$ cat src/rtl/cart_rom_fetch.sv
// Purpose: turns a cartridge ROM read into an SDRAM req/ack fetch and returns the byte to the CPU.
//          A one-entry last-address cache serves repeat reads. Out-of-range reads and timed-out fetches return 8'hFF.
// Latency: a hit or out-of-range read stalls 1 cycle; a miss stalls 1 + ack latency; a timeout stalls TIMEOUT+1.
// Backpressure: wait_n stretches the CPU cycle while a read is pending. sdram_req is held until ack or timeout.
module cart_rom_fetch #(
  parameter int ADDR_W  = 25,
  parameter int TIMEOUT = 64
) (
  input  logic              clk,
  input  logic              reset,
  input  logic              cs,
  input  logic              rd,
  input  logic [ADDR_W-1:0] mem_addr,
  input  logic [ADDR_W-1:0] rom_size,
  input  logic              invalidate,
  output logic [7:0]        d_to_cpu,
  output logic              wait_n,
  output logic              sdram_req,
  output logic [ADDR_W-1:0] sdram_addr,
  input  logic              sdram_ack,
  input  logic [7:0]        sdram_q,
  output logic              busy
);

  localparam int TW = (TIMEOUT > 2) ? $clog2(TIMEOUT) : 1;
  localparam logic [TW-1:0] TIMER_LAST = TW'(TIMEOUT - 1);

  typedef enum logic [1:0] {
    IDLE  = 2'd0,
    FETCH = 2'd1,
    DONE  = 2'd2
  } state_t;

  state_t            state_q, state_d;
  logic [7:0]        d_to_cpu_q, d_to_cpu_d;
  logic              sdram_req_q, sdram_req_d;
  logic [ADDR_W-1:0] sdram_addr_q, sdram_addr_d;
  logic [TW-1:0]     timer_q, timer_d;
  logic              valid_q, valid_d;
  logic [ADDR_W-1:0] tag_q, tag_d;
  logic [7:0]        data_q, data_d;

  logic start;
  assign start = cs & rd;

  // State, read-data and cache registers; reset drops the request at once.
  always_ff @(posedge clk or posedge reset) begin
    if (reset) begin
      state_q      <= IDLE;
      d_to_cpu_q   <= 8'hFF;
      sdram_req_q  <= 1'b0;
      sdram_addr_q <= '0;
      timer_q      <= '0;
      valid_q      <= 1'b0;
      tag_q        <= '0;
      data_q       <= 8'h00;
    end else begin
      state_q      <= state_d;
      d_to_cpu_q   <= d_to_cpu_d;
      sdram_req_q  <= sdram_req_d;
      sdram_addr_q <= sdram_addr_d;
      timer_q      <= timer_d;
      valid_q      <= valid_d;
      tag_q        <= tag_d;
      data_q       <= data_d;
    end
  end

  // Next-state logic: range check, then cache lookup, then fetch with an ack-or-timeout exit.
  always_comb begin
    state_d      = state_q;
    d_to_cpu_d   = d_to_cpu_q;
    sdram_req_d  = sdram_req_q;
    sdram_addr_d = sdram_addr_q;
    timer_d      = timer_q;
    valid_d      = valid_q;
    tag_d        = tag_q;
    data_d       = data_q;
    case (state_q)
      IDLE: begin
        if (start) begin
          if (mem_addr >= rom_size) begin
            d_to_cpu_d = 8'hFF;
            state_d    = DONE;
          end else if (valid_q && (tag_q == mem_addr)) begin
            d_to_cpu_d = data_q;
            state_d    = DONE;
          end else begin
            sdram_req_d  = 1'b1;
            sdram_addr_d = mem_addr;
            timer_d      = '0;
            state_d      = FETCH;
          end
        end
      end
      FETCH: begin
        timer_d = timer_q + TW'(1);
        // An ack on the final timer cycle still delivers real data.
        if (sdram_ack) begin
          d_to_cpu_d  = sdram_q;
          tag_d       = sdram_addr_q;
          data_d      = sdram_q;
          valid_d     = 1'b1;
          sdram_req_d = 1'b0;
          state_d     = DONE;
        end else if (timer_q == TIMER_LAST) begin
          d_to_cpu_d  = 8'hFF;
          sdram_req_d = 1'b0;
          state_d     = DONE;
        end
      end
      DONE: begin
        if (!rd || !cs) state_d = IDLE;
      end
      default: begin
        state_d     = IDLE;
        sdram_req_d = 1'b0;
      end
    endcase
    // Invalidate overrides a same-cycle fill so stale data is never served.
    if (invalidate) valid_d = 1'b0;
  end

  // Stall the CPU on a fresh start in IDLE and for the whole fetch. Reset suppresses the stall.
  always_comb begin
    wait_n = ~(((state_q == IDLE) & start & ~reset) | (state_q == FETCH));
  end

  assign d_to_cpu   = d_to_cpu_q;
  assign sdram_req  = sdram_req_q;
  assign sdram_addr = sdram_addr_q;
  assign busy       = (state_q == FETCH);

endmodule

$ cat config.mk
export PLATFORM = sky130hd
export DESIGN_NAME = cart_rom_fetch
export DESIGN_NICKNAME = d
export VERILOG_FILES = /design/src/rtl/cart_rom_fetch.sv
export SDC_FILE = /design/constraint.sdc
export NUM_CORES = 1
export LEC_CHECK = 0
export ABC_AREA = 0
export BUFFER_PORTS_ARGS = -buffer_cell sky130_fd_sc_hd__buf_2
export CAP_MARGIN = 20
export CORE_ASPECT_RATIO = 1.5
export CORE_MARGIN = 2
export CORE_UTILIZATION = 50
export CTS_BUF_LIST = sky130_fd_sc_hd__clkbuf_4 sky130_fd_sc_hd__clkbuf_8 sky130_fd_sc_hd__clkbuf_16
export CTS_CLUSTER_DIAMETER = 30
export DETAILED_ROUTE_END_ITERATION = 6
export HOLD_SLACK_MARGIN = 0.1
export PLACE_DENSITY = 0.82
export SLEW_MARGIN = 20
export SYNTH_ARGS = -nofsm -noshare
export SYNTH_HDL_FRONTEND = slang
export SYNTH_SLANG_ARGS = --single-unit
$ cat constraint.sdc
create_clock -name clk -period 3.11 [get_ports clk]
set_clock_uncertainty 0.15 [all_clocks]
set_input_delay 0.1555 -clock clk [delete_from_list [all_inputs] [get_ports clk]]
set_output_delay 0.1555 -clock clk [all_outputs]
set_load 0.005 [all_outputs]
**Word-level counts from Yosys, hierarchy flattened**

Cells that the tools add are included.

- Register bits after elaboration: 76
- Output and inout port bits: 36
- Logic and storage cells: 70

- Add/sub/neg operators: 1
- $lt $le $gt $ge: 1
- Equal/unequal tests: 10
- Multiplexer cells: 26
- Bitwise operators: 9
- Reductions and logical operators: 15

Operator list:

| kind | number |
|---|---|
| 8-bit two-way mux | 5 |
| 25-bit equality test | 1 |
| 25-bit greater-or-equal comparator | 1 |
| 6-bit two-way mux | 3 |
| 8-bit one-hot mux with 2 select lines | 1 |
| 2-bit two-way mux | 6 |
| 6-bit one-hot mux with 2 select lines | 1 |
| 4-bit AND reduction | 3 |
| 1-bit two-way mux | 8 |
| 2-bit != test (second input constant) | 4 |
| 6-bit by 1-bit adder with 6-bit output (second input constant) | 1 |
| 6-bit equality test (second input constant) | 1 |
| 2-bit one-hot mux with 3 select lines | 1 |
| 2-bit nonzero test | 3 |
| 1-bit NOT | 5 |
| 5-bit AND reduction | 1 |
| 2-bit AND reduction | 2 |
| 1-bit AND | 3 |
| 3-bit by 2-bit != test with 1-bit output (second input constant) | 1 |
| 3-bit != test (second input constant) | 1 |
| 1-bit one-hot mux with 3 select lines | 1 |
| 3-bit AND reduction | 1 |
| 2-bit by 1-bit equality test with 1-bit output (second input constant) | 1 |
| 2-bit equality test (second input constant) | 1 |
| 5 further kinds | 6 |

**Logic depth before layout (Yosys ltp)**

- Depth after elaboration: 6
- Depth in mapped cells: 9
- Mapped depth without buffers: 8

**Worst setup path after synthesis**

Ideal clock, no wire load.

- Kind: input-to-reg
- From: in rom_size[3]
- To: reg sdram_addr_q[10] (netlist: sdram_addr[10])
- Library setup time: 0.125 ns
- Arrival time: 2.030 ns
- Setup slack: 0.805 ns
- Stages: 9
- Cells stage by stage: inv_1 > ha_1 > and3_1 > o311a_1 > a211oi_2 > o211a_4 > nand4_4 > buf_6 > mux2_4

- Longest elaborated chain between the ends: 3

Ends and longest elaborated chain:

| item | line | text |
|---|---|---|
| start: declaration | 14 | `input logic [ADDR_W-1:0] rom_size,` |
| 25-bit greater-or-equal comparator | 82 | `if (mem_addr >= rom_size) begin` |
| 1-bit NOT (no source line) | -- |  |
| 4-bit AND reduction (no source line) | -- |  |
| end signal: assignment | 61 | `sdram_addr_q <= sdram_addr_d;` |
| end: declaration | 37 | `logic [ADDR_W-1:0] sdram_addr_q, sdram_addr_d;` |

Every way passes these cells.
A chain may end at the register's enable or synchronous reset.

**Worst setup path after layout**

- From: in mem_addr[23]
- To: reg d_to_cpu_q[2] (netlist: d_to_cpu[2])

- Longest elaborated chain between the ends: 4
- Elaborated cells between the ends (all ways): 8
- Those cells by class: order compare (1); eq/ne (2); mux (3); reduce/logical (2)

Ends and longest elaborated chain:

| item | line | text |
|---|---|---|
| start: declaration | 13 | `input logic [ADDR_W-1:0] mem_addr,` |
| 25-bit greater-or-equal comparator or 25-bit equality test (tied branches) | 82, 85 |  |
| 8-bit two-way mux or 1-bit logical AND (tied branches) | 82, 85 |  |
| 8-bit two-way mux or 3-bit != test (tied branches) | -- |  |
| 8-bit one-hot mux with 2 select lines or 4-bit AND reduction (tied branches) | -- |  |
| end signal: assignment | 59 | `d_to_cpu_q <= d_to_cpu_d;` |
| end: declaration | 35 | `logic [7:0] d_to_cpu_q, d_to_cpu_d;` |

Several ways; a longest one is shown, not always the timed one. The select of a mux whose other input is x is not followed.

==> results.toml <==
[worst_setup_path]
critPathBufInv = 2
worstPathRequired_ps = 3230
max_stage_delay_ps = 530
startpoint = "mem_addr[23]"
cpLargestDelayFamily = "simple AND/OR/NAND/NOR gates"
r2r-start = "tag_q[3]"
critPathSlowestCell = "dlygate4sd3_1"
cp.depth = 9
r2r_slack_ps = 590
path_cells = "dlygate4sd3_1 > buf_2 > ha_1 > nand4_1 > nor4_1 > nand2_1 > o211a_4 > a31oi_4 > mux2_2"
critPathCaptureType = "flip-flop"
crit_path_max_fanout = 12
arrival_ps = 3010
critPathKind = "input pin to flip-flop"
startpoint_type = "input pin"
r2r_cells = 7
reg2reg_to = "sdram_addr[12]"

[clock_tree]
htreeDepth = 3
ctsResizeCount = 0
path_clk_slew_ps = 60
cts_made_buffers = 9
cts_sinks = 76
clk-insertion-delay-late_ps = 340
clockRootBuffer = "clkbuf_16"
cts_tree = "yes"
cts_buffer_depth = 2

[power_and_ir_drop]
ir_drop_v = 0.000399
finalPower_mw = 4.19
leakage_nw = 2.69
powerDensity_nw_per_um2 = 773

[grt]
grt-ovfl-total = 0
grt_pass1_vias = 3329
gr-usage-all-layers = 0.234
grt_max_degree = 43
grt_pass1_wl_microns = 15800
antenna_found_initial = 0

[yosys]
synthFlopType = "dfrtp_1"
synth-async-reset-ratio = 1.00
synthCells = 341
yosys_warnings = 0
synth_edf_count = 0
ys_seq_area_frac = 0.468
ys_ff_latch = 76
syn_nets = 431
syn_avg_cell_area_sq_um = 12.0
netlist_area_sq_um = 4080
ys_types = 43

[drt]
avgRoutedWirePerCell_microns = 16.6
post-route-drc-count = 0
drt_iter0_drc = 173
first_pass_iters = 5
ant_nets = 0
avgViaCountPerCell = 5.26
vias = 3143
finalWirelength_microns = 9900

[floorplan]
core_area_sq_um = 7960
ios = 100
initial_utilization = 0.513
rows = 40
die-area_sq_um = 8920
die_w_microns = 77.8
fp.dieH_microns = 115

[layout]
final_core_util = 0.681
diodes = 0
drive_above_1_share = 0.414
syn2layout_area_growth_pct = 32.7
layout.nets = 578
design_area_sq_um = 5420
final.fill_count = 568
seq_area_sq_um = 1910
multiInputGateArea_sq_um = 1990

[timing]
hold_viol_final = 0
min_period_ps = 2890
worstMarginPinSlew_ps = 892
setup_tns_ps = 0
max_slew_margin = 0.404
fmax_mhz = 346
drv_slew = 0
finalSetupViolCount = 0
finalCritPeriodShare = 0.929
rsz0062_at_grt = "no"
setup_ws_ps = 220

[worst_hold_path]
hold_end = "state_q[1]"
hold_start = "cs"
hold_path_class = "input pin to flip-flop"
min_path_cells = 4

[status]
status = "complete, no violations"

[placement]
port_buffers = 99
dpl_cell_area_sq_um = 4720
dp.final_hpwl_microns = 7000
place.gp.congestion = 0.872
dp_slack_ps = 262

[flow_run]
maxCapViolCount = 0
[flip-flops by register name, indices dropped and copies added (netlist names)]
register    flops
valid_q         1
data_q          8
timer_q         6
sdram_req       1
sdram_addr     25
tag_q          25
state_q         2
d_to_cpu        8
[per-layer routing]
metal,track usage,part of all wire
met5,0,0
met4,0.113,0.032
met3,0.0568,0.050
met2,0.417,0.52
met1,0.260,0.39
[through the flow]
step,std cells,hold WS (ps)
after floorplan,341,71.9
after global placement,541,170
after detailed placement,541,169
after CTS,594,122
after global routing,598,163
final,598,122
[power breakdown]
| part | internal (mW) | switching (mW) | total [mW] |
|---|---|---|---|
| registers | 1.48 | 0.339 | 1.82 |
| clock network | 0.647 | 0.395 | 1.04 |
| logic | 0.803 | 0.522 | 1.33 |
[logic make-up (layout without fill, tap and decap cells)]
| family | after synthesis | in the layout | synth area share |
|---|---|---|---|
| simple gates | 56 | 56 | 0.0720 |
| flops | 76 | 76 | 0.468 |
| fa+ha+maj | 26 | 26 | 0.0797 |
| mux | 67 | 67 | 0.201 |
| xor+xnor | 25 | 25 | 0.0536 |
| buf+inv | 43 | 195 | 0.0444 |
| compound gates | 48 | 48 | 0.0809 |
[worst max-delay path by stage]
stage / slack (ps) / endpoint
after floorplan: 810 / sdram_addr[10]
after global placement: 310 / sdram_addr[12]
after detailed placement: 260 / sdram_addr[10]
after CTS: 70 / sdram_addr[9]
after global routing: 60 / d_to_cpu[1]
final: 220 / d_to_cpu[2]
[placed cells by master, fill, tap and decap left out, types with 2 or more instances in the layout]
cell type / n
and2_1: 2
buf_2: 99
o21a_1: 3
clkbuf_16: 9
nand2b_1: 2
a21oi_1: 20
inv_1: 32
nor2_1: 21
xnor2_1: 13
dfrtp_1: 68
dlygate4sd3_1: 37
mux2_2: 48
nor4_1: 5
o21ai_0: 6
o21bai_1: 2
and4_1: 2
and3_1: 3
nand4_1: 7
nand3_1: 2
xor2_1: 12
ha_1: 26
buf_12: 2
buf_4: 7
mux2_4: 18
clkinv_2: 3
a211oi_1: 4
dfstp_2: 8
nand2_1: 10
[cell usage after synthesis, types with 2 or more instances]
library cell,n,area share
dfrtp_1,68,0.42
mux2_2,48,0.13
inv_1,33,0.030
ha_1,26,0.080
nor2_1,21,0.019
a21oi_1,20,0.025
mux2_4,18,0.066
xnor2_1,13,0.028
xor2_1,12,0.026
nand2_1,10,0.0092
dfstp_2,8,0.051
nand4_1,7,0.011
o21ai_0,6,0.0074
nor4_1,5,0.0077
a211oi_1,4,0.0074
buf_2,4,0.0049
and3_1,3,0.0046
o21a_1,3,0.0055
and2_1,2,0.0031
and4_1,2,0.0043
buf_6,2,0.0055
clkbuf_1,2,0.0018
nand2b_1,2,0.0031
nand3_1,2,0.0025
o21bai_1,2,0.0037
[area by class of cell]
class	instances	share of cell area
clock inverter	5	0.00970
clock buffer	11	0.0455
sequential	76	0.353
multi-input combinational	222	0.367
inverter	34	0.0236
tap	105	0.0242
timing repair buffer	145	0.177
[worst register-to-register path, delay by kind of cell, from the launching register on]
kind,cells,cell delay [ps]
XOR/XNOR,1,250
buffers and inverters,1,210
AND/OR/NAND/NOR,4,1090
flip-flops,1,390
multiplexers,1,310
[timing repair]
item	4_1_cts	5_1_grt
setup buffers	0	4
hold endpoints to repair	81	0
setup endpoints to repair	0	15
hold buffers	37	0
Note: power is estimated with default switching activity, not from simulation.
